==> config.mk <==
export PLATFORM = sky130hd
export DESIGN_NAME = dmem_arbiter
export DESIGN_NICKNAME = d
export VERILOG_FILES = /design/src/rtl/rv_mem_pkg.sv /design/src/rtl/lsu_bmask_gen.sv /design/src/rtl/dmem_arbiter.sv
export SDC_FILE = /design/constraint.sdc
export NUM_CORES = 1
export LEC_CHECK = 0
export CAP_MARGIN = 20
export CORE_AREA = 2 2 92 94
export CTS_CLUSTER_SIZE = 30
export DETAILED_ROUTE_END_ITERATION = 16
export DIE_AREA = 0 0 94 96
export PLACE_DENSITY = 0.68
export SLEW_MARGIN = 20
export SYNTH_ARGS = -nofsm -noshare
export SYNTH_HDL_FRONTEND = slang
export SYNTH_SLANG_ARGS = --single-unit
==> constraint.sdc <==
create_clock -name i_clk -period 5.15 [get_ports i_clk]
set_clock_uncertainty 0.15 [all_clocks]
set_input_delay 1.2875 -clock i_clk [delete_from_list [all_inputs] [get_ports i_clk]]
set_output_delay 1.2875 -clock i_clk [all_outputs]
set_load 0.01 [all_outputs]
==> src/rtl/rv_mem_pkg.sv <==
// Shared data-memory definitions: RV32I load/store funct3 codes, byte-lane
// patterns, arbiter state encoding and the per-port request payload.
package rv_mem_pkg;

  localparam int unsigned NPORT  = 2;
  localparam int unsigned ADDR_W = 16;
  localparam int unsigned DATA_W = 32;
  localparam int unsigned F3_W   = 3;
  localparam int unsigned MASK_W = 4;

  localparam logic [F3_W-1:0] F3_LB  = 3'b000;
  localparam logic [F3_W-1:0] F3_LH  = 3'b001;
  localparam logic [F3_W-1:0] F3_LW  = 3'b010;
  localparam logic [F3_W-1:0] F3_LBU = 3'b100;
  localparam logic [F3_W-1:0] F3_LHU = 3'b101;
  localparam logic [F3_W-1:0] F3_SB  = 3'b000;
  localparam logic [F3_W-1:0] F3_SH  = 3'b001;
  localparam logic [F3_W-1:0] F3_SW  = 3'b010;

  localparam logic [MASK_W-1:0] PAT_BYTE = 4'b0001;
  localparam logic [MASK_W-1:0] PAT_HALF = 4'b0011;
  localparam logic [MASK_W-1:0] PAT_WORD = 4'b1111;

  typedef enum logic {
    ST_IDLE = 1'b0,
    ST_RESP = 1'b1
  } arb_state_e;

  typedef struct packed {
    logic              we;
    logic [F3_W-1:0]   func3;
    logic [ADDR_W-1:0] addr;
    logic [DATA_W-1:0] wdata;
  } mem_req_t;

  // True when funct3 names an access the memory can perform in that direction.
  function automatic logic f3_legal(input logic we, input logic [F3_W-1:0] f3);
    if (we) begin
      return (f3 == F3_SB) || (f3 == F3_SH) || (f3 == F3_SW);
    end
    return (f3 == F3_LB) || (f3 == F3_LH) || (f3 == F3_LW) ||
           (f3 == F3_LBU) || (f3 == F3_LHU);
  endfunction

endpackage

==> src/rtl/lsu_bmask_gen.sv <==
// Byte-lane mask generator: splits an access pattern shifted by the byte
// offset into the aligned word lanes and the spill-over lanes of the next word.
module lsu_bmask_gen
  import rv_mem_pkg::*;
(
  input  logic [1:0]        size,
  input  logic [1:0]        offset,
  output logic [MASK_W-1:0] bmask_align_c,
  output logic [MASK_W-1:0] bmask_misalign_c
);

  logic [MASK_W-1:0]   pat;
  logic [2*MASK_W-1:0] shifted;

  always_comb begin
    pat = '0;
    case (size)
      2'b00:   pat = PAT_BYTE;
      2'b01:   pat = PAT_HALF;
      2'b10:   pat = PAT_WORD;
      default: pat = '0;
    endcase
    shifted          = (2*MASK_W)'(pat) << offset;
    bmask_align_c    = shifted[MASK_W-1:0];
    bmask_misalign_c = shifted[2*MASK_W-1:MASK_W];
  end

endmodule

==> src/rtl/dmem_arbiter.sv <==
// Two-port data-memory arbiter: grants one requester per idle cycle, issues
// stores back-to-back and holds off new grants while a load response returns.
module dmem_arbiter
  import rv_mem_pkg::*;
#(
  parameter bit RR_EN = 1'b1
) (
  input  logic                          i_clk,
  input  logic                          i_reset,
  input  logic [NPORT-1:0]              i_req_valid,
  output logic [NPORT-1:0]              o_req_ready,
  input  logic [NPORT-1:0]              i_req_we,
  input  logic [NPORT-1:0][F3_W-1:0]    i_req_func3,
  input  logic [NPORT-1:0][ADDR_W-1:0]  i_req_addr,
  input  logic [NPORT-1:0][DATA_W-1:0]  i_req_wdata,
  output logic [NPORT-1:0]              o_rsp_valid,
  output logic [DATA_W-1:0]             o_rsp_rdata,
  output logic                          o_rsp_err,
  output logic [F3_W-1:0]               o_mem_func3,
  output logic [ADDR_W-1:0]             o_mem_addr,
  output logic [DATA_W-1:0]             o_mem_wdata,
  output logic [MASK_W-1:0]             o_mem_bmask_align,
  output logic [MASK_W-1:0]             o_mem_bmask_misalign,
  output logic                          o_mem_wren,
  output logic                          o_mem_rden,
  input  logic [DATA_W-1:0]             i_mem_rdata
);

  arb_state_e        state_q, state_d;
  logic              last_gnt_q;
  logic              rsp_port_q;
  logic              rsp_err_q;
  logic              gnt_vld;
  logic              gnt_idx;
  logic              sel_legal;
  mem_req_t          sel_req;
  logic [MASK_W-1:0] bm_align_c, bm_misalign_c;

  // Grant decode; reset is folded in so nothing is offered while it is held.
  always_comb begin
    gnt_vld = 1'b0;
    gnt_idx = 1'b0;
    if (i_reset && (state_q == ST_IDLE) && (i_req_valid != '0)) begin
      gnt_vld = 1'b1;
      if (&i_req_valid) begin
        gnt_idx = RR_EN ? ~last_gnt_q : 1'b0;
      end else begin
        gnt_idx = i_req_valid[1];
      end
    end
    sel_req   = '{we:    i_req_we[gnt_idx],
                  func3: i_req_func3[gnt_idx],
                  addr:  i_req_addr[gnt_idx],
                  wdata: i_req_wdata[gnt_idx]};
    sel_legal = f3_legal(sel_req.we, sel_req.func3);
  end

  lsu_bmask_gen u_bmask (
    .size             (sel_req.func3[1:0]),
    .offset           (sel_req.addr[1:0]),
    .bmask_align_c    (bm_align_c),
    .bmask_misalign_c (bm_misalign_c)
  );

  always_ff @(posedge i_clk or negedge i_reset) begin
    if (!i_reset) begin
      state_q <= ST_IDLE;
    end else begin
      state_q <= state_d;
    end
  end

  // Remember who was served and how its response must look.
  always_ff @(posedge i_clk or negedge i_reset) begin
    if (!i_reset) begin
      last_gnt_q <= 1'b1;
      rsp_port_q <= 1'b0;
      rsp_err_q  <= 1'b0;
    end else if (gnt_vld) begin
      last_gnt_q <= gnt_idx;
      rsp_port_q <= gnt_idx;
      rsp_err_q  <= ~sel_legal;
    end
  end

  always_comb begin
    state_d = state_q;
    case (state_q)
      ST_IDLE: begin
        if (gnt_vld && !(sel_req.we && sel_legal)) begin
          state_d = ST_RESP;
        end
      end
      ST_RESP: state_d = ST_IDLE;
      default: state_d = ST_IDLE;
    endcase
  end

  always_comb begin
    o_req_ready          = '0;
    o_mem_func3          = '0;
    o_mem_addr           = '0;
    o_mem_wdata          = '0;
    o_mem_bmask_align    = '0;
    o_mem_bmask_misalign = '0;
    o_mem_wren           = 1'b0;
    o_mem_rden           = 1'b0;
    o_rsp_valid          = '0;
    o_rsp_rdata          = '0;
    o_rsp_err            = 1'b0;
    if (gnt_vld) begin
      o_req_ready[gnt_idx] = 1'b1;
      o_mem_func3          = sel_req.func3;
      o_mem_addr           = sel_req.addr;
      o_mem_wdata          = sel_req.wdata;
      o_mem_wren           = sel_req.we && sel_legal;
      o_mem_rden           = !sel_req.we && sel_legal;
      if (sel_req.we && sel_legal) begin
        o_mem_bmask_align    = bm_align_c;
        o_mem_bmask_misalign = bm_misalign_c;
      end
    end
    // Memory read data arrives one cycle after rden, i.e. during RESP.
    if (state_q == ST_RESP) begin
      o_rsp_valid[rsp_port_q] = 1'b1;
      o_rsp_err               = rsp_err_q;
      o_rsp_rdata             = rsp_err_q ? '0 : i_mem_rdata;
    end
  end

endmodule

==> metrics.log, run 1 <==
[metrics] fraction of synthesized area in multiplexers: under 10%
[metrics] Worst Min Path Start: rsp_port_q$_DFFE_PN0P_
[metrics] horizontal die dimension: about 94 um
[metrics] Die Area: around 0.009 mm2
[metrics] Max clock buf depth: 2
[metrics] total number of nets in the final design: 574
[metrics] final hold violations: 0
[metrics] distinct cell type count after synthesis: 37
[metrics] worst supply voltage drop on vdd: a little over 0.07 mV
[metrics] unrepaired setup endpoints after global routing: yes
[metrics] kind of start point of the critical path: input pin
[metrics] via count of the first global-routing pass: 2300
[metrics] WL/cell: roughly 16 um
[metrics] Congestion Overflow GR: 0
[metrics] Post-synth ARST share: 100%
[metrics] most common cell after layout, fill and taps aside: clkdlybuf4s50_1
[metrics] routed wl met3: between 500 and 600 um
[metrics] estimated wirelength of the detail-placed design: roughly 7000 um
[metrics] hold path depth: 2
[metrics] P&R area growth vs syn: 198%
[metrics] clock latency on the worst-skew pair: roughly 0.21 ns
[metrics] register bit total from synthesis: 4
[metrics] number of cells traversed by the worst register-to-register path: 10
[metrics] wire length of the first global-routing pass: 12000 um
[metrics] Final Setup Violations: 0
[metrics] total nets after synthesis: 325
[metrics] maximum number of pins on one net before global-route repair: 37
[metrics] final antenna-violating net count: 0
[metrics] post-route insts no fill: 533
[metrics] cells taking the most area after synthesis: o221a_1 (24%), and2_1 (17%), a22o_1 (10%)
[metrics] Num Clock Sinks: 4
[metrics] number of rows in the core area: 33
[metrics] portion of synthesized cell area occupied by the leading cell type: 23.8%
[metrics] final worst path period share: a little over nine tenths
[metrics] Met2 Wirelength: ~4500 um
[metrics] Max Fclk: ~0.2 GHz
[metrics] worst hold margin: between 0.3 and 0.4 ns
[metrics] GRT Overall Usage: ~17%
[metrics] final setup TNS: 0 ns
[metrics] Worst EP required: approximately 3.7 ns
[metrics] top library cells by usage in the layout, fill and taps aside: clkdlybuf4s50_1 (227), and2_1 (37), o221a_1 (29), buf_4 (26), a22o_1 (16)
[metrics] hold endpoint: rsp_port_q$_DFFE_PN0P_
[metrics] uppermost routed layer: met4
[metrics] area share of xor/xnor cells in the synthesized design: roughly 1.3%
[metrics] R2R Path Start: state_q$_DFF_PN0_
[metrics] area fraction in and, or, nand and nor cells after synthesis: 29.3%
[metrics] Non-Filler Cell Area, Final: about 0.0041 mm2
[metrics] post-layout minimum cycle time: just over 5 ns
[metrics] clock-pin slew on the worst setup and hold paths: approximately 0.030 ns
[metrics] total power consumption of the routed design: 525 uW
[metrics] clk root buf: clkbuf_8
[metrics] drt total wl: between 8000 and 9000 um
[metrics] worst hold path type: reg -> reg
[metrics] number of placed cells counting well taps: about 530
[metrics] Worst-Margin Slew: roughly 0.52 ns
[metrics] Avg Vias per Cell: approximately 4.5
[metrics] delay of the slowest critical-path stage: around 0.48 ns
[metrics] CTS buffer count: 3
[metrics] startpoint-to-endpoint class of the critical path: in -> out
[metrics] Core ar.: a little over 0.008 mm2
[metrics] clock tree from TritonCTS: done
[metrics] CTS H-Tree Depth: 1
[metrics] post-place instance area: approximately 0.004 mm2
[metrics] DRC violation count after routing: 0
[metrics] Worst Path Arrival: between 3 and 4 ns
[metrics] synthesized area per cell: 7.62 um2
[metrics] crit path max fanout: 4
[metrics] standby leakage power: ~1.6 nW
[metrics] RD Place Congestion: 0.851
[metrics] minimum setup slack among reg-to-reg paths: about 2.9 ns
[metrics] ANT cells: 0
[metrics] Starting DRT DRC Count: 32
[metrics] series of cell instances along the critical path: clkdlybuf4s50_1 > a21boi_4 > nand2_4 > inv_4 > mux2i_4 > inv_2 > ha_2 > nor3_2 > buf_4 > a211oi_4 > and3_4 > and2_1 > clkdlybuf4s15_1
[metrics] sequential-to-total area share from yosys stat: between 7 and 8%
[metrics] Via Count: about 2400
[metrics] worst slew margin relative to its limit: 65.1%
[metrics] number of slew-limit violations in the final report: 0
[metrics] Post-synth top flop: dfrtp_1
[metrics] Cell Area, Synth: 0.00137 mm2
[metrics] Met1 Routed Length: about 3500 um
[metrics] result of the run: finished, final reports clean
[metrics] proportion of layout cells with a drive suffix above 1: 11.7%
[metrics] cell taking the most area after synthesis: o221a_1
[metrics] reg-to-reg critical path endpoint: rsp_err_q$_DFFE_PN0P_
[metrics] effective utilization at floorplan: 17.0%
[metrics] share of the synthesized area in compound gates (AO/OA/AOI/OAI): 45.9%
[metrics] slowest cell on the critical path: clkdlybuf4s50_1
[metrics] Max-Cap Viols: 0
[metrics] count of TritonRoute iterations in the first routing pass: 4
[metrics] number of inserted filler cells in the final layout: between 700 and 800
[metrics] count of synthesis-stage warnings from yosys: 0
[metrics] Post-synth EDFFs: 0
[metrics] pwr dens: between 100 and 150 mW/mm2
[metrics] number of cells produced by synthesis: 180
[metrics] kind of capture point of the worst setup path: output pin
[metrics] dominant combinational cell family by area after synthesis: compound AO/OA/AOI/OAI gates
[metrics] number of antenna violations at the first check in global routing: 0
[metrics] DIE HEIGHT: approximately 96 um
[metrics] Port-buffer cells: 236
[metrics] Post-Synth Adder-Cell Area: 4.56%
[metrics] I/O pin count: 238
per-stage QoR:
stage / setup WS, ns / utilization, %
6_report: 0.0998 / 50.7
5_1_grt: -0.00923 / 50.7
4_1_cts: 0.000774 / 50.4
3_5_place_dp: -0.433 / 49.6
3_3_place_gp: -0.318 / 49.6
2_1_floorplan: 0.290 / -
worst max path at each step:
stage                     slack, ns            from                      end  cells after the start
after floorplan                0.29  i_req_valid[1]  o_mem_bmask_misalign[2]                     11
after global placement        -0.32  i_req_valid[1]     o_mem_bmask_align[3]                     12
after detailed placement      -0.43  i_req_valid[1]     o_mem_bmask_align[3]                     12
after CTS                    0.0008  i_req_valid[1]     o_mem_bmask_align[3]                     12
after global routing         -0.009  i_req_valid[1]  o_mem_bmask_misalign[2]                     12
final                           0.1  i_req_valid[1]  o_mem_bmask_misalign[2]                     13
synthesized netlist by cell type, drive strengths merged, types with 2 or more instances:
| master | number |
|---|---|
| mux2i | 5 |
| dfrtp | 3 |
| buf | 4 |
| a211oi | 4 |
| nor2b | 3 |
| a21boi | 2 |
| a22o | 16 |
| ha | 5 |
| and3 | 2 |
| o21ai | 3 |
| nor2 | 9 |
| nor3 | 4 |
| and2 | 37 |
| a21oi | 5 |
| clkbuf | 14 |
| o21a | 3 |
| nand2 | 14 |
| o221a | 29 |
| xnor2 | 2 |
| inv | 5 |
cells by family (layout without fill, tap and decap cells):
family | Yosys count | in the layout
and+or+nand+nor | 73 | 73
xor gates and xnor gates | 2 | 2
AOI/OAI and AO/OA | 66 | 66
buffers and inverters | 23 | 271
muxes | 6 | 6
adders and majority gates | 5 | 5
DFF | 4 | 4
other | 1 | 1
sequential cells by signal, summed over array words and instances, names as in the netlist:
signal      flops
last_gnt_q      1
rsp_err_q       1
rsp_port_q      1
state_q         1
where the power goes:
part | internal, mW | switching, mW | total, mW
sequential | 0.0385 | 0.00487 | 0.0434
combinational | 0.258 | 0.155 | 0.413
clock | 0.0528 | 0.0156 | 0.0684
repair_timing:
action                     CTS  global route
buffers inserted             1             0
pin swaps                    3             1
hold buffers                 0             0
resized for setup           16            15
setup endpoints to repair    9             8
gates cloned                 0             0
worst max-delay path: cells and delay by family:
kind | cells | cell delay [ns]
AOI/OAI and AO/OA | 2 | 0.25
and+or+nand+nor | 4 | 0.55
muxes | 1 | 0.28
buffers and inverters | 5 | 1.03
adders and majority gates | 1 | 0.20
per-layer routing:
metal | GRT usage, % | up-vias
li1 | - | 1176
met1 | 20.1 | 1101
met2 | 31.1 | 107
met3 | 3.13 | 2
met4 | 1.81 | 0
met5 | 0 | -
layout make-up:
type,instances,area [um2],share of cell area [%]
multi-input cells,153,1230,30.2
well taps,105,131,3.22
inverters,5,21.3,0.521
clock buffers,4,45.0,1.10
repair buffers,262,2550,62.5
flip-flops and latches,4,101,2.48
No activity file was read; power rests on OpenSTA's default activity.
==> run 2, diff against run 1 <==
--- a/config.mk
+++ b/config.mk
@@ -7,6 +7,7 @@
 export LEC_CHECK = 0
 export CAP_MARGIN = 20
 export CORE_AREA = 2 2 92 94
+export CTS_CLUSTER_DIAMETER = 60
 export CTS_CLUSTER_SIZE = 30
 export DETAILED_ROUTE_END_ITERATION = 16
 export DIE_AREA = 0 0 94 96
==> results of run 2 <==
The final DEF is identical to that of run 1; final timing and power are the same.
==> run 3, diff against run 2 <==
--- a/config.mk
+++ b/config.mk
@@ -12,7 +12,7 @@
 export DETAILED_ROUTE_END_ITERATION = 16
 export DIE_AREA = 0 0 94 96
 export PLACE_DENSITY = 0.68
-export SLEW_MARGIN = 20
+export REMOVE_ABC_BUFFERS = 1
 export SYNTH_ARGS = -nofsm -noshare
 export SYNTH_HDL_FRONTEND = slang
 export SYNTH_SLANG_ARGS = --single-unit
==> constraint.sdc (replaced) <==
create_clock -name i_clk -period 5 [get_ports i_clk]
set_clock_uncertainty 0.15 [all_clocks]
set_input_delay 1.25 -clock i_clk [delete_from_list [all_inputs] [get_ports i_clk]]
set_output_delay 1.25 -clock i_clk [all_outputs]
set_load 0.01 [all_outputs]
==> metrics.log, run 3 (synthesized netlist as in run 1, its figures left out) <==
[metrics] CTS H-Tree Depth: 1
[metrics] worst hold margin: approximately 0.33 ns
[metrics] post-layout minimum cycle time: between 4 and 5 ns
[metrics] P&R area growth vs syn: 203%
[metrics] CTS buffer count: 3
[metrics] GRT Overall Usage: about 17%
[metrics] effective utilization at floorplan: 17.0%
[metrics] number of antenna violations at the first check in global routing: 0
[metrics] hold-fix buffers at CTS: 0
[metrics] footprint of the multi-input gates: 0.00124 mm2
[metrics] clock tree from TritonCTS: done
[metrics] DIE HEIGHT: 96 um
[metrics] WL/cell: around 15 um
[metrics] Via Count: ~2400
[metrics] clock latency on the worst-skew pair: around 0.22 ns
[metrics] Final Setup Violations: 0
[metrics] final worst path period share: 94.3%
[metrics] final setup TNS: 0 ns
[metrics] Max Fclk: approximately 0.21 GHz
[metrics] I/O pin count: about 240
[metrics] critical path buffer and inverter count: 6
[metrics] number of inserted filler cells in the final layout: between 700 and 800
[metrics] via count of the first global-routing pass: between 2000 and 2500
[metrics] Congestion Overflow GR: 0
[metrics] fin util: about half
[metrics] number of rows in the core area: 33
[metrics] Core ar.: 0.00805 mm2
[metrics] Worst Path Arrival: around 3.3 ns
[metrics] RD Place Congestion: roughly 0.76
[metrics] most frequent cell on the critical path: buf_4
[metrics] total number of nets in the final design: 583
[metrics] R2R Path Start: state_q$_DFF_PN0_
[metrics] final antenna-violating net count: 0
[metrics] startpoint-to-endpoint class of the critical path: in -> out
[metrics] Max clock buf depth: 2
[metrics] standby leakage power: approximately 1.7 nW
[metrics] worst hold path type: reg -> reg
[metrics] timing startpoint of the critical path: i_req_valid[1]
[metrics] crit path max fanout: 4
[metrics] pwr dens: 132 mW/mm2
[metrics] clk root buf: clkbuf_8
[metrics] Worst Min Path Start: last_gnt_q$_DFFE_PN1P_
[metrics] worst supply voltage drop on vdd: between 0.06 and 0.07 mV
[metrics] worst setup slack after layout: about 0.28 ns
[metrics] series of cell instances along the critical path: dlygate4sd2_1 > a21boi_4 > nand2_4 > inv_2 > mux2i_2 > buf_4 > ha_4 > nor3_4 > a211oi_4 > buf_4 > and3_4 > buf_4 > clkdlybuf4s15_2
[metrics] Starting DRT DRC Count: 21
[metrics] maximum number of pins on one net before global-route repair: 35
[metrics] Avg Vias per Cell: roughly 4.5
[metrics] kind of capture point of the worst setup path: output pin
[metrics] Port-buffer cells: between 200 and 250
[metrics] DRC violation count after routing: 0
[metrics] Die Area: between 0.009 and 0.01 mm2
[metrics] footprint of the flip-flops and latches: 101 um2
[metrics] slowest cell on the critical path: mux2i_2
[metrics] number of slew-limit violations in the final report: 0
[metrics] clock-pin slew on the worst setup and hold paths: around 0.03 ns
[metrics] final hold violations: 0
[metrics] result of the run: finished, final reports clean
[metrics] most common cell after layout, fill and taps aside: clkdlybuf4s50_1
[metrics] proportion of layout cells with a drive suffix above 1: 13.0%
[metrics] horizontal die dimension: approximately 94 um
[metrics] Max-Cap Viols: 0
[metrics] drt total wl: 8190 um
[metrics] delay of the slowest critical-path stage: between 0.2 and 0.25 ns
[metrics] count of TritonRoute iterations in the first routing pass: 4
[metrics] largest delay contributor family on the critical path: buffers and inverters
[metrics] unrepaired setup endpoints after global routing: no
[metrics] Worst EP required: 3.60 ns
[metrics] Num Clock Sinks: 4
[metrics] post-route insts no fill: 542
[metrics] kind of start point of the critical path: input pin
[metrics] wire length of the first global-routing pass: around 12000 um
[metrics] ANT cells: 0
[metrics] Place WS: -0.390 ns
[metrics] number of placed cells counting well taps: 531
[metrics] top library cells by usage in the layout, fill and taps aside: clkdlybuf4s50_1 (224), and2_1 (37), buf_4 (34), o221a_1 (29), a22o_1 (16)
[metrics] estimated wirelength of the detail-placed design: between 6000 and 7000 um
[run 3: worst paths after layout]
| check | end | slack, ns | cells past startpoint |
|---|---|---|---|
| min in group asynchronous | rsp_err_q$_DFFE_PN0P_ | 0.80 | 2 |
| max in group asynchronous | last_gnt_q$_DFFE_PN1P_ | 3.71 | 2 |
| max | o_mem_bmask_misalign[1] | 0.28 | 13 |
| min reg2reg | last_gnt_q$_DFFE_PN1P_ | 0.33 | 2 |
| max reg2reg | rsp_err_q$_DFFE_PN0P_ | 2.74 | 11 |
| min | last_gnt_q$_DFFE_PN1P_ | 0.33 | 2 |
[run 3: power breakdown]
part           internal (mW)  leakage (nW)  switching [mW]
Combinational          0.272          1.62           0.160
Clock                 0.0547        0.0228          0.0192
Sequential            0.0397        0.0478         0.00497
[run 3: per-layer routing]
metal  part of all wire [%]  global-route usage [%]
met1                     39                    18.5
met2                     50                    31.8
met5                      0                       0
met4                   0.67                    3.50
met3                     10                    4.15
[run 3: final cells by class]
| cell class | count | area share (%) |
|---|---|---|
| repair buffers | 271 | 63.2 |
| clock buffers | 4 | 1.08 |
| inverters | 5 | 0.451 |
| flip-flops and latches | 4 | 2.44 |
| multi-input cells | 153 | 29.7 |
| well taps | 105 | 3.16 |
[run 3: repair_timing]
action | CTS | global route
buffers inserted | 4 | 3
setup endpoints to repair | 8 | 8
resized for setup | 23 | 10
pin swaps | 5 | 4
[run 3: through the flow]
stage | area (um2) | power, mW
3_3_place_gp | 4010 | 0.462
5_1_grt | 4160 | 0.588
6_report | 4160 | 0.550
3_5_place_dp | 4010 | 0.464
2_1_floorplan | 1300 | 0.187
4_1_cts | 4120 | 0.549
[run 3: worst min-delay path, stage by stage (launching register included)]
cell     delay [ns]
dfstp_2        0.37
nand2_1        0.05
nand2_1        0.05
